**src/rtl/hazard_ctrl_unit.sv**
```systemverilog
// Pipeline hazard controller: load-use and MDU stalls, multi-cycle branch flush,
// and saturating stall/flush statistics.
//
// state    | meaning
// ---------+-----------------------------------------------------------
// IDLE     | no hazard in progress; hazards detected combinationally
// LU_STALL | extra bubble cycles of a multi-cycle load-use stall
// MDU_WAIT | waiting for the MDU to drop busy
// FLUSH    | holding Flush_o for the remaining cycles of a taken branch
module hazard_ctrl_unit #(
    parameter int REG_AW       = 5,
    parameter int LOAD_STALLS  = 1,
    parameter int FLUSH_CYCLES = 1,
    parameter int IGNORE_R0    = 1,
    parameter int CNT_W        = 16
) (
    input  logic              clk_i,
    input  logic              rst_i,
    input  logic [REG_AW-1:0] IF_ID_RegisterRs_i,
    input  logic [REG_AW-1:0] IF_ID_RegisterRt_i,
    input  logic              IF_ID_UsesRt_i,
    input  logic              ID_EX_MemRead_i,
    input  logic [REG_AW-1:0] ID_EX_RegisterRt_i,
    input  logic              mdu_busy_i,
    input  logic [REG_AW-1:0] mdu_dst_i,
    input  logic              Branch_i,
    input  logic              clr_stats_i,
    output logic              PCWrite_o,
    output logic              IF_IDWrite_o,
    output logic              Control_o,
    output logic              Flush_o,
    output logic [CNT_W-1:0]  stall_cnt_o,
    output logic [CNT_W-1:0]  flush_cnt_o
);

    typedef enum logic [1:0] {
        IDLE     = 2'd0,
        LU_STALL = 2'd1,
        MDU_WAIT = 2'd2,
        FLUSH    = 2'd3
    } state_t;

    localparam logic [7:0] LU_RELOAD    = (LOAD_STALLS > 1)  ? 8'(LOAD_STALLS - 1)  : 8'd0;
    localparam logic [7:0] FLUSH_RELOAD = (FLUSH_CYCLES > 1) ? 8'(FLUSH_CYCLES - 1) : 8'd0;
    localparam logic [CNT_W-1:0] CNT_ONE = {{(CNT_W-1){1'b0}}, 1'b1};

    state_t     state;
    logic [7:0] cnt;
    logic       lu_haz;
    logic       mdu_haz;
    logic       stall;
    logic       flush;

    function automatic logic reg_match(input logic [REG_AW-1:0] r, input logic [REG_AW-1:0] x);
        return (r == x) && !((IGNORE_R0 != 0) && (x == '0));
    endfunction

    always_comb begin
        lu_haz = ID_EX_MemRead_i && (LOAD_STALLS != 0) &&
                 (reg_match(IF_ID_RegisterRs_i, ID_EX_RegisterRt_i) ||
                  (IF_ID_UsesRt_i && reg_match(IF_ID_RegisterRt_i, ID_EX_RegisterRt_i)));
        mdu_haz = mdu_busy_i &&
                  (reg_match(IF_ID_RegisterRs_i, mdu_dst_i) ||
                   (IF_ID_UsesRt_i && reg_match(IF_ID_RegisterRt_i, mdu_dst_i)));
    end

    // A taken branch always wins: the stalled instruction is on the wrong path anyway.
    always_comb begin
        stall = 1'b0;
        flush = 1'b0;
        if (Branch_i) begin
            flush = 1'b1;
        end else begin
            case (state)
                IDLE:     stall = mdu_haz || lu_haz;
                LU_STALL: stall = 1'b1;
                MDU_WAIT: stall = mdu_busy_i;
                FLUSH:    flush = 1'b1;
                default:  stall = 1'b0;
            endcase
        end
    end

    assign PCWrite_o    = rst_i | ~stall;
    assign IF_IDWrite_o = rst_i | ~stall;
    assign Control_o    = rst_i | ~stall;
    assign Flush_o      = ~rst_i & flush;

    always_ff @(posedge clk_i or posedge rst_i) begin
        if (rst_i) begin
            state <= IDLE;
            cnt   <= 8'd0;
        end else if (Branch_i) begin
            if (FLUSH_CYCLES > 1) begin
                state <= FLUSH;
                cnt   <= FLUSH_RELOAD;
            end else begin
                state <= IDLE;
                cnt   <= 8'd0;
            end
        end else begin
            case (state)
                IDLE: begin
                    if (mdu_haz) begin
                        state <= MDU_WAIT;
                    end else if (lu_haz && (LOAD_STALLS > 1)) begin
                        state <= LU_STALL;
                        cnt   <= LU_RELOAD;
                    end
                end
                LU_STALL, FLUSH: begin
                    if (cnt <= 8'd1) begin
                        state <= IDLE;
                        cnt   <= 8'd0;
                    end else begin
                        cnt <= cnt - 8'd1;
                    end
                end
                MDU_WAIT: begin
                    if (!mdu_busy_i) begin
                        state <= IDLE;
                    end
                end
                default: begin
                    state <= IDLE;
                    cnt   <= 8'd0;
                end
            endcase
        end
    end

    always_ff @(posedge clk_i or posedge rst_i) begin
        if (rst_i) begin
            stall_cnt_o <= '0;
            flush_cnt_o <= '0;
        end else if (clr_stats_i) begin
            stall_cnt_o <= '0;
            flush_cnt_o <= '0;
        end else begin
            if (stall && (stall_cnt_o != '1)) begin
                stall_cnt_o <= stall_cnt_o + CNT_ONE;
            end
            if (Branch_i && (flush_cnt_o != '1)) begin
                flush_cnt_o <= flush_cnt_o + CNT_ONE;
            end
        end
    end

endmodule

```
**config.mk**
```make
export PLATFORM = sky130hd
export DESIGN_NAME = hazard_ctrl_unit
export DESIGN_NICKNAME = d
export VERILOG_FILES = /design/src/rtl/hazard_ctrl_unit.sv
export SDC_FILE = /design/constraint.sdc
export NUM_CORES = 1
export LEC_CHECK = 0
export CAP_MARGIN = 20
export CELL_PAD_IN_SITES_DETAIL_PLACEMENT = 1
export CELL_PAD_IN_SITES_GLOBAL_PLACEMENT = 2
export CORE_UTILIZATION = 26
export DETAILED_ROUTE_END_ITERATION = 12
export MAX_ROUTING_LAYER = met4
export PLACE_DENSITY_LB_ADDON = 0.3
export SYNTH_ARGS = -nofsm -noshare
export SYNTH_HDL_FRONTEND = slang
export SYNTH_SLANG_ARGS = --single-unit
export TNS_END_PERCENT = 5
```
**constraint.sdc**
```tcl
create_clock -name clk_i -period 3.4 [get_ports clk_i]
set_clock_uncertainty 0.1 [all_clocks]
set_input_delay 1.02 -clock clk_i [delete_from_list [all_inputs] [get_ports clk_i]]
set_output_delay 1.02 -clock clk_i [all_outputs]
set_load 0.005 [all_outputs]
```
==> results of run 1 <==
Yosys cell counts (all sizes together):
cell     number
clkbuf        5
or4           2
a2111oi       9
or3           8
nand2b        3
or2           1
o21ai         9
xnor2        27
nand3        11
nand2        15
nor2         35
dfrtp        33
o2111ai       2
and2          1
nor4          2
mux2         15
xor2          3
ha            2
buf           6
and3          5
inv           7
a211oi        3
mux2i         2
o22ai         2
nand3b        1
nand4         7
nor3          6
and4          3
o41ai         3
a21oi         6
nor2b        15
o31ai         1
routing by layer:
layer / track usage / part of all wire
met1: 0.186 / 0.47
met2: 0.262 / 0.51
met4: 0.0172 / 0
met5: - / 0
met3: 0.0340 / 0.021
critical path: cells and delay by family:
kind,cells,cell delay (ns)
AND/OR/NAND/NOR,2,0.66
buffers and inverters,2,0.37
AO/OA/AOI/OAI,2,0.32
sequential cells by signal, indices dropped and copies added, names as in the netlist:
register,cells
flush_cnt_o,16
stall_cnt_o,16
state,1
stage by stage:
step,setup slack [ns],instances,util,hold slack [ns]
final,-0.0842,435,0.376,0.490
after global routing,-0.169,435,0.376,0.520
after CTS,-0.118,435,0.376,0.501
after floorplan,-0.191,250,-,0.446
after detailed placement,-0.830,427,0.364,0.479
after global placement,-0.788,427,0.364,0.468
cells in the final DEF (no fill, tap or decap), types with 6 or more instances in the layout:
cell / synthesis / layout
clkdlybuf4s50_1: 0 / 38
nor2_1: 34 / 34
dfrtp_1: 33 / 33
xnor2_1: 27 / 24
buf_4: 2 / 17
nor2b_1: 15 / 15
nand2_1: 15 / 15
nand3_1: 11 / 10
mux2_1: 10 / 10
dlygate4sd2_1: 0 / 9
or3_1: 8 / 8
inv_1: 7 / 7
nand4_1: 7 / 7
o21ai_0: 7 / 7
clkbuf_2: 0 / 7
nor3_1: 6 / 6
final cells by class:
type / instances / area [um2]
flip-flops and latches: 33 / 826
inverters: 7 / 26.3
clock buffers: 5 / 68.8
multi-input cells: 199 / 1490
repair buffers: 81 / 702
well taps: 108 / 135
clock inverters: 2 / 35.0
fillers: 1033 / 5440
power groups by stage:
stage	Combinational [mW]	Clock (mW)	Sequential, mW
after floorplan	0.0655	0	0.407
after global routing	0.152	0.402	0.401
final	0.140	0.367	0.400
after detailed placement	0.140	0	0.408
after CTS	0.138	0.384	0.400
after global placement	0.139	0	0.407
cells by family (layout without fill, tap and decap cells):
| family | Yosys count | in the layout |
|---|---|---|
| adder cells (fa/ha/maj) | 2 | 2 |
| AND/OR/NAND/NOR | 115 | 115 |
| multiplexers | 17 | 17 |
| AO/OA/AOI/OAI | 35 | 35 |
| buffers and inverters | 18 | 95 |
| flip-flops | 33 | 33 |
| XOR/XNOR | 30 | 30 |
repair_timing:
item / in CTS / in global routing
buffers inserted: 1 / 0
resized for setup: 54 / 19
endpoints found under the hold margin: 0 / 0
endpoints found under the setup margin: 6 / 4
pin swaps: 12 / 20
worst paths after layout:
check / to / cells after the start
max: Control_o / 6
min reg2reg: flush_cnt_o[5] / 2
min in group asynchronous: stall_cnt_o[8] / 3
min: flush_cnt_o[5] / 2
max in group asynchronous: stall_cnt_o[11] / 3
max reg2reg: stall_cnt_o[6] / 8
==> out/results.txt, run 1 <==
Share of the synthesized area in the top cell type: 0.352
Critical Path Max Stage Delay: 0.56 ns
Detail Route Antenna Nets: 0
Drt drc: 0
Post-Syn Instances: 250
Placed inst area: 3170 um2
Hold_buf cts: 0
Post-synthesis xor/xnor area fraction: 0.112
Mux cell area share after synthesis: 0.0806
Row count: 34
Total power: 906 uW
RSZ-0062 raised after global routing: yes
I/O pin cnt: 63
Drt first pass iters: 4
Ant diodes: 0
Num CTS Buffers: 5
First-pass GRT wire length: 11300 um
Initial antenna violation count: 0
Relative slew slack: 0.585
Dominant combinational cell family by area after synthesis: simple AND/OR/NAND/NOR gates
Final Setup Violations: 3
Failing checks: setup timing
Final GP Congestion: 0.773
Reg2reg start: stall_cnt_o[0]
Worst Path Arrival: 2.36 ns
Clk pwr share: 0.405
Seq/Total Area, Yosys: 0.352
Largest area contributor in the netlist: dfrtp_1
Adder-cell share of the synthesized area: 0.0107
Yosys warns: 0
Seq pwr share: 0.441
Clock sink count: 33
Period utilisation layout: 1.02
Worst slew pin tran: 0.621 ns
Worst setup EP type: primary output
Clock-pin slew on the worst setup and hold paths: 0.07 ns
Simple-gate area share of the yosys netlist: 0.260
GRT Overall Usage: 0.152
Wire per inst: 15.8 um
Seq cells post-synth: 33
Slack of the critical path: -0.0842 ns
Post-route cell area: 3280 um2
Initial core utilization: 0.269
Top post-synthesis cells by area: dfrtp_1 35%, xnor2_1 10%, nor2_1 5.4%
Reg2Reg Setup Slack: 0.79 ns
Synth unique cells: 45
Critical-path maximum fanout: 3
Die width: 97.0 um
Post-Syn Area per Cell: 9.38 um2
Largest net degree at the start of global routing: 49
Synthesized cell area: 2340 um2
Min-Delay Path Class: register to register
Peak VDD IR: 0.000131 V
Status: finished, violations left
CTS tree: built
Leakage Power: 1.25 nW
Layout cells sized above 1: 0.205
P&R area growth vs syn: 40.0%
Min Tclk post-route: 3.48 ns
Slowest CP cell: or4_4
Max_cap viols: 0
Gate power share: 0.154
Compound-Gate Fraction of Synth Area: 0.146
DP HPWL: 4910 um
Syn nets: 279
Clock tree buffer depth: 2
Die H: 97.0 um
Root buffer cell: clkbuf_8
H-Tree Depth: 2
GR Overflow Total: 0
Final Slew Violations: 0
Routed via count: 2132
Internal: 675 uW
CP Cell Sequence: dlygate4sd2_1 > or4_4 > o2111ai_4 > a21oi_2 > nand2_1 > buf_2
Setup TNS: -0.250 ns
Crit path kind: input port to primary output
Vias in the first global route: 2188
Critical path required time: 2.28 ns
NetSw: 232 uW
Die area: 9400 um2
Hold wc startpoint: flush_cnt_o[5]
Pwr/cell area: 276 nW/um2
Setup crit start kind: input port
Final Hold Fails: 0
First DRT Iteration DRCs: 103
Sw frac: 0.255
Vias per cell: 4.90
Core area: 8720 um2
Fmax: 287 MHz
Worst-skew pair later-pin latency: 0.28 ns
Final nets: 356
Crit path launch: ID_EX_RegisterRt_i[1]
# port buffers: 62
WL final: 6880 um
No activity file was read; power rests on OpenSTA's default activity.
==> run 2, diff against run 1 <==
--- a/config.mk
+++ b/config.mk
@@ -6,10 +6,10 @@
 export NUM_CORES = 1
 export LEC_CHECK = 0
 export CAP_MARGIN = 20
-export CELL_PAD_IN_SITES_DETAIL_PLACEMENT = 1
-export CELL_PAD_IN_SITES_GLOBAL_PLACEMENT = 2
-export CORE_UTILIZATION = 26
+export CORE_MARGIN = 4
+export CORE_UTILIZATION = 33
 export DETAILED_ROUTE_END_ITERATION = 12
+export GPL_TIMING_DRIVEN = 0
 export MAX_ROUTING_LAYER = met4
 export PLACE_DENSITY_LB_ADDON = 0.3
 export SYNTH_ARGS = -nofsm -noshare
==> out/results.txt, run 2 (same netlist as run 1, synthesis figures left out) <==
Drt drc: 0
Layout cells sized above 1: 0.202
Vias in the first global route: 2199
Slack of the critical path: -0.216 ns
Leakage Power: 1.23 nW
Die width: 92.3 um
Failing checks: setup timing
First DRT Iteration DRCs: 62
Hold wc startpoint: flush_cnt_o[5]
RSZ-0062 raised after global routing: yes
Root buffer cell: clkbuf_8
Multi-input gate area: 1490 um2
GRT Overall Usage: 0.156
Placed inst area: 3100 um2
Largest net degree at the start of global routing: 21
DP HPWL: 4610 um
Post-place setup slack: -1.31 ns
Setup crit start kind: input port
Clock sink count: 33
Peak VDD IR: 0.000172 V
Reg2reg path depth: 7
# port buffers: 61
Top Registers: flush_cnt_o: 16 flops, stall_cnt_o: 16 flops, state: 1 flops
Worst Path Arrival: 2.50 ns
Hold Crit Endpoint: flush_cnt_o[5]
FILL cells: 685
Final Setup Violations: 3
Die area: 8520 um2
Critical-path maximum fanout: 3
Hold path depth: 2
Min-Delay Path Class: register to register
Initial core utilization: 0.343
P&R area growth vs syn: 40.0%
R2r endpoint: stall_cnt_o[15]
Die H: 92.3 um
Final Hold Fails: 0
Relative slew slack: 0.623
Wire per inst: 14.6 um
WL final: 6150 um
Critical path required time: 2.28 ns
Clock-pin slew on the worst setup and hold paths: 0.08 ns
Pwr/cell area: 280 nW/um2
Drt first pass iters: 4
Worst slew pin tran: 0.551 ns
I/O pin cnt: 63
Worst-skew pair later-pin latency: 0.29 ns
Ant diodes: 0
Crit path kind: input port to primary output
Utilization after layout: 0.480
Min Tclk post-route: 3.62 ns
GR Overflow Total: 0
H-Tree Depth: 2
Final Slew Violations: 0
Fmax: 277 MHz
First-pass GRT wire length: 10600 um
Leading cell type in the layout, fill and taps excluded: clkdlybuf4s50_1
Max_cap viols: 0
Routed via count: 2129
Clock tree buffer depth: 2
Vias per cell: 5.05
Post-route cell area: 3280 um2
Core area: 6830 um2
Most frequent cells in the layout: 37 x clkdlybuf4s50_1, 34 x nor2_1, 33 x dfrtp_1
Initial antenna violation count: 0
Period utilisation layout: 1.06
CTS tree: built
Register area: 826 um2
Worst setup EP type: primary output
Final nets: 354
Detail Route Antenna Nets: 0
Reg2Reg Setup Slack: 0.83 ns
Setup TNS: -0.567 ns
Status: finished, violations left
Row count: 30
Final GP Congestion: 0.790
Reg2reg start: stall_cnt_o[0]
Num CTS Buffers: 5
[run 2: cell count changes in the layout (fill, tap and decap cells not counted), sizes merged]
cell / change
clkdlybuf4s15: +2
clkdlybuf4s50: -1
inv: -1
clkinvlp: +2
dlygate4sd2: -3
buf: -4
clkbuf: +4
[run 2: power breakdown]
part	total [mW]	internal [mW]	switching (mW)
clock network	0.384	0.219	0.165
registers	0.399	0.395	0.00404
logic	0.137	0.0652	0.0714
[run 2: critical path, stage by stage]
cell and delay, ns:
buf_8 0.10, or4_4 0.54, nor2_4 0.16, o31ai_4 0.10, o21ai_2 0.19, a21oi_2 0.08, nand2_1 0.10, buf_4 0.13
buf_6 0.08
[run 2: worst max-delay path by stage]
stage               cells after the start             startpoint            to
floorplan                               8           mdu_dst_i[1]  IF_IDWrite_o
global placement                        8  ID_EX_RegisterRt_i[1]     PCWrite_o
detailed placement                      8  ID_EX_RegisterRt_i[1]  IF_IDWrite_o
global route                            9           mdu_dst_i[4]  IF_IDWrite_o
CTS                                    10           mdu_dst_i[4]  IF_IDWrite_o
finish                                  9           mdu_dst_i[4]  IF_IDWrite_o
[run 2: metrics by stage]
step / hold WS (ns) / std cells / total power, mW
3_5_place_dp: 0.466 / 408 / 0.540
6_report: 0.478 / 422 / 0.920
4_1_cts: 0.487 / 422 / 0.929
2_1_floorplan: 0.446 / 250 / 0.472
5_1_grt: 0.524 / 422 / 0.965
3_3_place_gp: 0.463 / 407 / 0.533
[run 2: area by class of cell]
type                       instances  share of cell area
timing repair buffer              71               0.201
clock buffer                       5              0.0210
inverter                           7             0.00915
clock inverter                     3              0.0141
tap                               96              0.0366
multi-input combinational        199               0.453
buffer                             8              0.0137
sequential                        33               0.252
[run 2: layer usage]
layer | wire length (um) | share of wire | global-route usage | up-vias
met5 | 0 | 0 | - | -
met1 | 2870 | 0.47 | 0.200 | 1022
met2 | 2880 | 0.47 | 0.246 | 58
li1 | - | - | - | 1041
met3 | 318 | 0.052 | 0.0374 | 8
met4 | 85 | 0.014 | 0.0507 | 0
[run 2: what timing repair did]
item / in CTS / in global routing
gates resized for setup: 70 / 19
hold buffers: 0 / 0
endpoints found under the setup margin: 4 / 4
buffers inserted: 7 / 2
pin swaps: 12 / 18
==> run 3, diff against run 2 <==
--- a/config.mk
+++ b/config.mk
@@ -7,7 +7,7 @@
 export LEC_CHECK = 0
 export CAP_MARGIN = 20
 export CORE_MARGIN = 4
-export CORE_UTILIZATION = 33
+export CORE_UTILIZATION = 25
 export DETAILED_ROUTE_END_ITERATION = 12
 export GPL_TIMING_DRIVEN = 0
 export MAX_ROUTING_LAYER = met4
==> out/results.txt, run 3 (same netlist as run 1, synthesis figures left out) <==
Crit path launch: mdu_dst_i[4]
Detail Route Antenna Nets: 0
Clock sink count: 33
Drt first pass iters: 4
Period utilisation layout: 1.08
CTS tree: built
Peak VDD IR: 0.000197 V
Final Slew Violations: 0
Layout cells sized above 1: 0.212
Worst path bufs/invs: 5
Ant diodes: 0
Vias in the first global route: 2246
Wire per inst: 15.4 um
Largest net degree at the start of global routing: 22
Num CTS Buffers: 5
Min Tclk post-route: 3.67 ns
Min-Delay Path Class: register to register
Row count: 35
Final Hold Fails: 0
Met2 usage: 0.200
Leakage Power: 1.26 nW
Critical-path maximum fanout: 3
Leading cell type in the layout, fill and taps excluded: clkdlybuf4s50_1
Root buffer cell: clkbuf_8
Post-route cell area: 3350 um2
Slack of the critical path: -0.270 ns
CP Cell Sequence: buf_8 > buf_6 > xnor2_1 > nand4_1 > o31ai_4 > o21ai_2 > buf_6 > a21oi_4 > nand2_2 > buf_6 > buf_6
Slowest CP cell: o31ai_4
Die H: 105 um
Top Registers: flush_cnt_o: 16 flops, stall_cnt_o: 16 flops, state: 1 flops
Vias per cell: 4.88
Initial core utilization: 0.255
Setup crit start kind: input port
Die area: 11000 um2
GRT met3 Usage: 0.0358
Worst-skew pair later-pin latency: 0.29 ns
GR Overflow Total: 0
Worst slew pin tran: 0.600 ns
P&R area growth vs syn: 43.1%
Most frequent CP cell: buf_6
Failing checks: setup timing
WL final: 6770 um
FILL cells: 957
Reg2reg start: stall_cnt_o[0]
Post-place setup slack: -1.31 ns
First DRT Iteration DRCs: 64
Die width: 105 um
Critical Path Max Stage Delay: 0.32 ns
Drt drc: 0
Clock tree buffer depth: 2
DP HPWL: 4840 um
Core area: 9200 um2
I/O pin cnt: 63
Most frequent cells in the layout: 36 x clkdlybuf4s50_1, 34 x nor2_1, 33 x dfrtp_1
Worst setup EP type: primary output
Family with the most delay on the worst path: buffers and inverters
M1 GR Usage: 0.169
Worst Path Arrival: 2.55 ns
Final GP Congestion: 0.807
Final nets: 358
Clock-pin slew on the worst setup and hold paths: 0.07 ns
GRT Overall Usage: 0.130
Max_cap viols: 0
Hold wc startpoint: flush_cnt_o[5]
First-pass GRT wire length: 11400 um
RSZ-0062 raised after global routing: yes
Fmax: 272 MHz
Pwr/cell area: 263 nW/um2
# port buffers: 61
Status: finished, violations left
Final Setup Violations: 3
Critical path required time: 2.28 ns
Initial antenna violation count: 0
Relative slew slack: 0.599
H-Tree Depth: 2
Routed via count: 2150
Placed inst area: 3120 um2
Busiest layer in global routing: met2
Crit path kind: input port to primary output
==> run 3: layout make-up <==
type	count	area, um2	share of cell area
multi-input cells	199	1510	0.449
flip-flops and latches	33	826	0.246
repair buffers	74	676	0.201
well taps	111	139	0.0414
clock buffers	7	96.3	0.0287
plain buffers	9	76.3	0.0228
inverters	7	30.0	0.00895
clock inverters	1	5.00	0.00149
==> run 3: metal layers <==
| metal | up-vias | part of all wire |
|---|---|---|
| met1 | 1010 | 0.46 |
| met3 | 9 | 0.067 |
| met5 | - | 0 |
| met2 | 82 | 0.45 |
| met4 | 0 | 0.016 |
| li1 | 1049 | - |
==> run 3: where the power goes <==
group	total (mW)	internal, mW	switching (mW)
Sequential	0.400	0.395	0.00437
Clock	0.335	0.183	0.152
Combinational	0.147	0.0705	0.0767
==> run 3: final timing paths <==
path,end,slack (ns),depth (start not counted)
setup / recovery,IF_IDWrite_o,-0.27,11
hold / removal,flush_cnt_o[5],0.48,2
setup reg to reg,stall_cnt_o[15],0.87,7
hold reg to reg,flush_cnt_o[5],0.48,2
max in group asynchronous,flush_cnt_o[5],1.93,3
min in group asynchronous,stall_cnt_o[11],1.06,3
==> run 3: worst min-delay path: cells and delay by family, from the launching register on <==
family        cells  cell delay [ns]
xor+xnor          1             0.13
flops             1             0.38
simple gates      1             0.04
==> run 3: what timing repair did <==
item	CTS	global route
setup buffers	8	4
resized for setup	73	26
endpoints found under the setup margin	4	4
hold buffers	0	0
pin swaps	11	21
==> run 3: metrics by stage <==
step | hold slack (ns) | utilization | cells | total power, mW | setup TNS (ns)
after floorplan | 0.446 | - | 250 | 0.472 | -0.431
after global placement | 0.469 | 0.336 | 422 | 0.536 | -6.41
after detailed placement | 0.469 | 0.339 | 423 | 0.540 | -6.56
after CTS | 0.488 | 0.361 | 438 | 0.888 | -0.749
after global routing | 0.523 | 0.365 | 441 | 0.930 | -1.01
final | 0.482 | 0.365 | 441 | 0.882 | -0.728
